## config.mk

```make
export PLATFORM = sky130hd
export DESIGN_NAME = avlmm_rr_arbiter
export DESIGN_NICKNAME = d
export VERILOG_FILES = /design/src/rtl/avlmm_rr_arbiter.sv
export SDC_FILE = /design/constraint.sdc
export NUM_CORES = 1
export LEC_CHECK = 0
export BUFFER_PORTS_ARGS = -buffer_cell sky130_fd_sc_hd__buf_2
export CAP_MARGIN = 20
export CORE_AREA = 3 3 198 200
export CTS_BUF_LIST = sky130_fd_sc_hd__clkbuf_4 sky130_fd_sc_hd__clkbuf_8
export DETAILED_ROUTE_END_ITERATION = 10
export DIE_AREA = 0 0 201 203
export PLACE_DENSITY_LB_ADDON = 0.2
export REMOVE_ABC_BUFFERS = 1
export SLEW_MARGIN = 20
export SYNTH_ARGS = -nofsm -noshare
export SYNTH_HDL_FRONTEND = slang
export SYNTH_SLANG_ARGS = --single-unit
```

## constraint.sdc

```tcl
create_clock -name Clk_400 -period 2.9 [get_ports Clk_400]
set_clock_uncertainty 0.2 [all_clocks]
set_input_delay 0.29 -clock Clk_400 [delete_from_list [all_inputs] [get_ports Clk_400]]
set_output_delay 0.29 -clock Clk_400 [all_outputs]
set_load 0.01 [all_outputs]
```

## src/rtl/avlmm_rr_arbiter.sv

```systemverilog
// avlmm_rr_arbiter
// Purpose: shares one single-beat Avalon-MM master between two requesters
// (s0, s1) with round-robin arbitration on ties. Reads are tracked in an
// in-order ID FIFO so that returning read data is routed back to the
// requester that issued it. Writes are fire-and-forget.
//
// Ports:
//   Clk_400, SoftReset          - clock, synchronous active-high reset
//   sN_address/read/write/...   - Avalon-MM slave side of requester N (N=0,1)
//   sN_waitrequest              - low only in the cycle requester N is granted
//   sN_readdata/readdatavalid   - routed read data, one-cycle pulse per beat
//   m_*                         - registered Avalon-MM master command, burst 1
//   m_waitrequest/readdata/...  - master side response inputs
//   rd_orphan_err               - sticky: read data seen with nothing outstanding
module avlmm_rr_arbiter #(
  parameter int ADDR_W = 26,
  parameter int DATA_W = 64,
  parameter int MAX_RD = 4
) (
  input  logic                Clk_400,
  input  logic                SoftReset,

  input  logic [ADDR_W-1:0]   s0_address,
  input  logic                s0_read,
  input  logic                s0_write,
  input  logic [DATA_W-1:0]   s0_writedata,
  input  logic [DATA_W/8-1:0] s0_byteenable,
  output logic                s0_waitrequest,
  output logic [DATA_W-1:0]   s0_readdata,
  output logic                s0_readdatavalid,

  input  logic [ADDR_W-1:0]   s1_address,
  input  logic                s1_read,
  input  logic                s1_write,
  input  logic [DATA_W-1:0]   s1_writedata,
  input  logic [DATA_W/8-1:0] s1_byteenable,
  output logic                s1_waitrequest,
  output logic [DATA_W-1:0]   s1_readdata,
  output logic                s1_readdatavalid,

  output logic [ADDR_W-1:0]   m_address,
  output logic                m_read,
  output logic                m_write,
  output logic [DATA_W-1:0]   m_writedata,
  output logic [DATA_W/8-1:0] m_byteenable,
  output logic [11:0]         m_burstcount,
  input  logic                m_waitrequest,
  input  logic [DATA_W-1:0]   m_readdata,
  input  logic                m_readdatavalid,

  output logic                rd_orphan_err
);

  // MAX_RD is a power of two, so the pointers wrap naturally and the count
  // needs one extra bit to represent "full".
  localparam int PTR_W = (MAX_RD > 1) ? $clog2(MAX_RD) : 1;
  localparam int CNT_W = PTR_W + 1;
  localparam logic [CNT_W-1:0] CNT_MAX = CNT_W'(MAX_RD);

  typedef enum logic {IDLE, CMD} state_t;

  state_t              r_state;
  logic                r_lastGrant;
  logic                r_curId;
  logic [ADDR_W-1:0]   r_mAddress;
  logic                r_mRead;
  logic                r_mWrite;
  logic [DATA_W-1:0]   r_mWritedata;
  logic [DATA_W/8-1:0] r_mByteenable;

  logic [MAX_RD-1:0]   r_idFifo;
  logic [PTR_W-1:0]    r_wrPtr;
  logic [PTR_W-1:0]    r_rdPtr;
  logic [CNT_W-1:0]    r_count;

  logic                r_s0Rdv;
  logic                r_s1Rdv;
  logic [DATA_W-1:0]   r_s0Rdata;
  logic [DATA_W-1:0]   r_s1Rdata;
  logic                r_orphan;

  logic                w_rdRoom;
  logic                w_elig0;
  logic                w_elig1;
  logic                w_grantValid;
  logic                w_grantId;
  logic                w_selRead;
  logic                w_selWrite;
  logic [ADDR_W-1:0]   w_selAddress;
  logic [DATA_W-1:0]   w_selWritedata;
  logic [DATA_W/8-1:0] w_selByteenable;
  logic                w_accept;
  logic                w_push;
  logic                w_pop;
  logic                w_orphan;
  logic                w_popId;

  // A read is only eligible while the ID FIFO has room; writes never wait on it.
  assign w_rdRoom = (r_count < CNT_MAX);
  assign w_elig0  = s0_write | (s0_read & w_rdRoom);
  assign w_elig1  = s1_write | (s1_read & w_rdRoom);

  // On a tie the requester that did not win last time goes first.
  assign w_grantValid = ~SoftReset & (r_state == IDLE) & (w_elig0 | w_elig1);
  assign w_grantId    = (w_elig0 & w_elig1) ? ~r_lastGrant : w_elig1;

  assign s0_waitrequest = ~(w_grantValid & ~w_grantId);
  assign s1_waitrequest = ~(w_grantValid &  w_grantId);

  // Read together with write is issued as a write only.
  assign w_selWrite      = w_grantId ? s1_write : s0_write;
  assign w_selRead       = (w_grantId ? s1_read : s0_read) & ~w_selWrite;
  assign w_selAddress    = w_grantId ? s1_address : s0_address;
  assign w_selWritedata  = w_grantId ? s1_writedata : s0_writedata;
  assign w_selByteenable = w_grantId ? s1_byteenable : s0_byteenable;

  assign w_accept = (r_state == CMD) & ~m_waitrequest;
  assign w_push   = w_accept & r_mRead;
  assign w_pop    = m_readdatavalid & (r_count != '0);
  assign w_orphan = m_readdatavalid & (r_count == '0);
  assign w_popId  = r_idFifo[r_rdPtr];

  // Arbitration FSM: capture the winner's command in IDLE, hold it in CMD
  // until the slave drops waitrequest, then release the bus for one cycle.
  always_ff @(posedge Clk_400) begin
    if (SoftReset) begin
      r_state       <= IDLE;
      r_lastGrant   <= 1'b1;
      r_curId       <= 1'b0;
      r_mAddress    <= '0;
      r_mRead       <= 1'b0;
      r_mWrite      <= 1'b0;
      r_mWritedata  <= '0;
      r_mByteenable <= '0;
    end else begin
      case (r_state)
        IDLE: begin
          if (w_grantValid) begin
            r_mAddress    <= w_selAddress;
            r_mRead       <= w_selRead;
            r_mWrite      <= w_selWrite;
            r_mWritedata  <= w_selWritedata;
            r_mByteenable <= w_selByteenable;
            r_curId       <= w_grantId;
            r_lastGrant   <= w_grantId;
            r_state       <= CMD;
          end
        end
        CMD: begin
          if (!m_waitrequest) begin
            r_mRead  <= 1'b0;
            r_mWrite <= 1'b0;
            r_state  <= IDLE;
          end
        end
        default: r_state <= IDLE;
      endcase
    end
  end

  // In-order ID FIFO of outstanding reads; push and pop in the same cycle
  // move both pointers and leave the count alone.
  always_ff @(posedge Clk_400) begin
    if (SoftReset) begin
      r_idFifo <= '0;
      r_wrPtr  <= '0;
      r_rdPtr  <= '0;
      r_count  <= '0;
    end else begin
      if (w_push) begin
        r_idFifo[r_wrPtr] <= r_curId;
        r_wrPtr           <= r_wrPtr + PTR_W'(1);
      end
      if (w_pop) begin
        r_rdPtr <= r_rdPtr + PTR_W'(1);
      end
      case ({w_push, w_pop})
        2'b10:   r_count <= r_count + CNT_W'(1);
        2'b01:   r_count <= r_count - CNT_W'(1);
        default: r_count <= r_count;
      endcase
    end
  end

  // Return path: popped data is registered toward its owner; readdata holds
  // between beats. Data with no owner is dropped and flagged.
  always_ff @(posedge Clk_400) begin
    if (SoftReset) begin
      r_s0Rdv   <= 1'b0;
      r_s1Rdv   <= 1'b0;
      r_s0Rdata <= '0;
      r_s1Rdata <= '0;
      r_orphan  <= 1'b0;
    end else begin
      r_s0Rdv <= w_pop & ~w_popId;
      r_s1Rdv <= w_pop &  w_popId;
      if (w_pop && !w_popId) begin
        r_s0Rdata <= m_readdata;
      end
      if (w_pop && w_popId) begin
        r_s1Rdata <= m_readdata;
      end
      if (w_orphan) begin
        r_orphan <= 1'b1;
      end
    end
  end

  assign m_address        = r_mAddress;
  assign m_read           = r_mRead;
  assign m_write          = r_mWrite;
  assign m_writedata      = r_mWritedata;
  assign m_byteenable     = r_mByteenable;
  assign m_burstcount     = 12'd1;
  assign s0_readdata      = r_s0Rdata;
  assign s0_readdatavalid = r_s0Rdv;
  assign s1_readdata      = r_s1Rdata;
  assign s1_readdatavalid = r_s1Rdv;
  assign rd_orphan_err    = r_orphan;

endmodule

```

# Word level (Yosys, flattened, before mapping)
# Index checks and enable logic that the tools add are counted.
# word_totals
reg_bits	245
word_cells	84
# op_classes
addsub	4
n_lt_le_gt_ge	4
n_eq_ne	4
n_mux	20
bitwise	26
reduce_logical	9
# op_table
op	count
2-to-1 mux 64 bit	1
2-to-1 mux 26 bit	1
AND 1 bit	14
2-to-1 mux 1 bit	10
inverter 1 bit	9
2-to-1 mux 8 bit	1
less-than comparator 2 x 3 -> 1 bit, second input constant	2
case mux 1 bit (2 select lines)	3
case mux 3 bit (2 select lines)	1
adder 2 x 1 -> 2 bit, second input constant	2
bitwise mux 4 bit	1
inequality test 2 bit, second input constant	2
AND reduction 2 bit	2
adder 3 x 1 -> 3 bit, second input constant	1
logical AND 1 bit	3
zero test 3 bit	1
less-than comparator 3 bit, second input constant	1
OR 1 bit	3
nonzero test 3 bit	1
subtractor 3 x 1 -> 3 bit, second input constant	1
binary-select mux 1 bit (select 2 bit)	1
demux 1 bit (select 2 bit)	1
equality test 2 x 1 -> 1 bit, second input constant	1
equality test 2 bit, second input constant	1
other kinds (3)	3

# Depth between registers and ports, before layout
# depth
depth_word	10
ltp_mapped	9
ltp_nobuf	8

# Worst setup path before layout
# OpenSTA, ideal clock, no wires.
# synth_path
kind	reg2reg
startpoint	register r_mRead (netlist: m_read)
endpoint	register r_count[2]
setup_ns	0.070
arrival_ns	1.944
setup_slack_ns	0.685
stages_incl_launch_ff	10
n_path_buf	1
synth_period_minus_slack_ns	2.215
path_cell_list	dfxtp_1 > and3b_1 > clkbuf_1 > inv_1 > ha_1 > inv_1 > fa_1 > xor2_1 > or3_1 > a21oi_1
# synth_between
elab_chain_cells	3
word_cells_on_any_way	5
cone_classes	eq/ne: 2; mux: 1; bitwise: 1; reduce/logical: 1
# synth_rtl
item	line	rtl
start: declaration	66	logic r_mRead;
start signal: assignment	140	r_mRead <= w_selRead;
AND 1 bit (*)	118	assign w_push = w_accept & r_mRead;
equality test 2 x 1 -> 1 bit or equality test 2 bit (tied branches)	177	case ({w_push, w_pop})
case mux 3 bit (2 select lines) or nonzero test 2 bit (tied branches)	--	
end signal: assignment	178	2'b10: r_count <= r_count + CNT_W'(1);
end signal: assignment	179	2'b01: r_count <= r_count - CNT_W'(1);
end signal: assignment	180	default: r_count <= r_count;
end: declaration	74	logic [CNT_W-1:0] r_count;
# Every way passes the cells marked *; elsewhere a longest branch is shown, timed or not.
# A chain may end at the register's enable or synchronous reset.

# Worst setup path after layout
# layout_path
startpoint	input port SoftReset
endpoint	register r_mWritedata[31] (netlist: m_writedata[31])
# layout_between
elab_chain_cells	4
# layout_rtl
item	line	rtl
start: declaration	21	input logic SoftReset,
inverter 1 bit	104	assign w_grantValid = ~SoftReset & (r_state == IDLE) & (w_elig0 | w_elig1);
AND 1 bit (2 in a row)	104	
AND reduction 2 bit (no line)	--	
end signal: assignment	142	r_mWritedata <= w_selWritedata;
end: declaration	68	logic [DATA_W-1:0] r_mWritedata;
# Parallel ways exist; a longest one is shown, timed or not.

==> results_dict.tcl <==
set metrics [dict create \
    status "completed" \
    synthesis.area_per_instance_um2 8.97 \
    hold_buffers 266 \
    route.vias.total 10500 \
    peakVddDrop_mv 0.281 \
    yosysWarningCount 0 \
    fin_area_mm2 0.0159 \
    postCtsSetupRepairBufs 0 \
    clock_sinks 245 \
    crit-reg2reg-launch "r_count[2]" \
    count_of_mapped_cells_out_of_synthesis 1023 \
    worstHoldPathType "input port to register" \
    yosys.area_share.xor_xnor_pct 0.477 \
    drt_pass1_iterations 5 \
    layout-drive-gt1-share_pct 34.1 \
    final-setup-viol-count 0 \
    hold-worst-slack_ps 76.9 \
    grt.overflow.total 0 \
    cts_tree "built" \
    detailed_place_hpwl_um 27900 \
    synth.distinct_cells 38 \
    clockRootBuffer "sky130_fd_sc_hd__clkbuf_8" \
    mostFrequentLayoutCell "sky130_fd_sc_hd__buf_2" \
    drc 0 \
    post_synth_edffs 0 \
    finalNonFillerCells 2325 \
    power.total_mw 8.44 \
    power.combinational.fraction_pct 15.8 \
    p_switching_mw 2.13 \
    worstPathMaxFanout 52 \
    fin_nets 2046 \
    synth_top_cell_by_area "sky130_fd_sc_hd__dfxtp_1" \
    dominant_combinational_cell_family_by_area_after_synthesis "compound AO/OA/AOI/OAI gates" \
    insertion_delay_ps 570 \
    route.detailed.vias_per_inst 4.52 \
    arrival_ps 3150 \
    die_width_um 201 \
    placementRows 71 \
    die_height_um 203 \
    maxCapViolCount 0 \
    placement.io_buffers 500 \
    adder_and_majority_cell_fraction_of_the_synthesized_area_pct 0.900 \
    setup_slack_of_the_worst_register_to_register_path_ps 180 \
    top_flip_flop_cell_by_instance_count_after_synthesis "sky130_fd_sc_hd__dfxtp_1" \
    grt_pass1_wl_um 62300 \
    maxSlewHeadroom_pct 47.3 \
    antenna_violating_nets_post_route 0 \
    antenna_found_initial 18 \
    first_global_vias 10800 \
    layout_worst_path_cycle_share_pct 98.3 \
    critical_path.startpoint "SoftReset" \
    regToRegEndpoint "m_writedata[31]" \
    synth-seq-cells 245 \
    synthArstFlopShare_pct 0 \
    synth_mux_area_share_pct 0.245 \
    number_of_buffers_created_by_cts 45 \
    number_of_cells_on_the_worst_reg_to_reg_path 5 \
    synth-seq-area-share_pct 53.5 \
    initial_utilization_pct 24.4 \
    yosys.area_share.simple_pct 19.5 \
    finalMaxSlewViolations 0 \
    critPathCaptureType "register" \
    flow.area_growth_from_synthesis_pct 72.9 \
    postLayoutSetupSlackWorst_ps 50.5 \
    initialDrtViolationCount 376 \
    floorplan.core_area_mm2 0.0376 \
    p_per_area_mw_per_mm2 532 \
    cts-root-to-sink-buffers 3 \
    synthTopCellsByArea "sky130_fd_sc_hd__dfxtp_1 53%, sky130_fd_sc_hd__nand2_1 11%, sky130_fd_sc_hd__a221o_1 11%, sky130_fd_sc_hd__a21oi_1 7.5%, sky130_fd_sc_hd__and3_1 6.7%" \
    critical_path.endpoint "m_writedata[31]" \
    netSwitchingFraction_pct 25.3 \
    rsz_0062_raised_after_global_routing "no" \
    dieArea_mm2 0.0408 \
    worstSetupStartpointType "input port" \
    htree_levels 2 \
    placed_cell_area_mm2 0.0122 \
    global_route.usage.total_pct 19.1 \
    synth_top_area_share_pct 53.5 \
    dp_worst_slack_ps 487 \
    layout_common_cells "499 x sky130_fd_sc_hd__buf_2, 269 x sky130_fd_sc_hd__nand2_1, 266 x sky130_fd_sc_hd__dlygate4sd3_1, 245 x sky130_fd_sc_hd__dfxtp_1, 138 x sky130_fd_sc_hd__a21oi_1" \
    gp_congestion 0.834 \
    synth-compound-area-share_pct 19.8 \
    timing.fmax_ghz 0.351 \
    avgRoutedWirePerCell_um 17.6 \
    grt_start_max_net_pins 134 \
    post_synth_instance_area_mm2 0.00918 \
    placedCellCount 1970 \
    power_report.internal_total_mw 6.31 \
    top_level_ports 513 \
    clk_transition_reported_paths_ps 60 \
    timing_hold_violations_final 0 \
    worstPathRequired_ps 3200 \
    seq_power_share_pct 43.1 \
    clockPowerShare_pct 41.1 \
    finalWirelength_um 40800 \
    cts_resized 0 \
    final.min_clock_period_ps 2850 \
    power.static_leakage_nw 7.65 \
    setup.worst_path.class "input port to register" \
    worst-slew-pin-transition_ps 790 \
]
[area by class of cell]
class | instances | area [um2]
timing repair buffer | 792 | 5490
inverter | 12 | 45.0
antenna | 13 | 32.5
clock inverter | 8 | 96.3
tap | 511 | 639
multi-input combinational | 676 | 3820
clock buffer | 68 | 842
sequential | 245 | 4900
fill | 3852 | 21700
[power by group through the flow]
stage          Sequential [mW]  Clock, mW  Combinational [mW]
3_3_place_gp              3.70          0               0.940
2_1_floorplan             3.76          0               0.299
3_5_place_dp              3.69          0               0.943
5_1_grt                   3.65       3.73                1.44
4_1_cts                   3.63       3.61                1.33
6_report                  3.63       3.47                1.34
[synth_stat cells, drive strengths merged, types with 3 or more instances]
library cell / instances
ha: 5
nor2: 15
clkbuf: 51
dfxtp: 245
buf: 49
and3: 98
xor2: 3
nand2: 270
a221o: 98
a21oi: 138
nand3: 5
inv: 12
o21ai: 5
[critical path, stage by stage]
cell and delay, ps:
sky130_fd_sc_hd__dlygate4sd3_1 560, sky130_fd_sc_hd__buf_4 220, sky130_fd_sc_hd__inv_2 240, sky130_fd_sc_hd__nand2_1 150
sky130_fd_sc_hd__and3b_4 570, sky130_fd_sc_hd__buf_12 300, sky130_fd_sc_hd__a221o_1 190, sky130_fd_sc_hd__dlygate4sd3_1 560
[logic make-up after synthesis]
logic type	after synthesis
AOI/OAI and AO/OA	252
xor gates and xnor gates	5
adders and majority gates	6
buffers and inverters	112
DFF	245
muxes	1
other	2
and+or+nand+nor	400
[state kept, by name, summed over array words and instances (netlist names), 2 cells and up]
register,count
m_writedata,64
m_address,26
m_byteenable,8
r_rdPtr,2
r_wrPtr,2
r_idFifo,4
r_count,3
s1_readdata,64
s0_readdata,64
[routing by layer]
metal  share of wire (%)  GRT usage [%]  up-vias
li1                    -              -     5076
met1                  40           22.5     4914
met2                  48           31.2      452
met3                 9.7           7.87       65
met4                 2.2           7.38       10
met5                0.16              0        -
[stage by stage]
stage	utilization, %	setup TNS [ps]
2_1_floorplan	-	-139740
3_3_place_gp	32.6	0
3_5_place_dp	32.6	0
4_1_cts	42.1	0
5_1_grt	42.2	0
6_report	42.2	0
[worst min-delay path by stage]
stage | depth (start not counted) | slack (ps) | end | from
global route | 4 | 80 | m_read | s0_read
global placement | 2 | 240 | s1_readdata[44] | s1_readdata[44]
detailed placement | 2 | 240 | s0_readdata[20] | s0_readdata[20]
floorplan | 1 | 160 | r_count[2] | SoftReset
CTS | 4 | 5 | m_read | s0_read
finish | 4 | 80 | m_read | s0_read
Power figures use the tool's default switching activity.
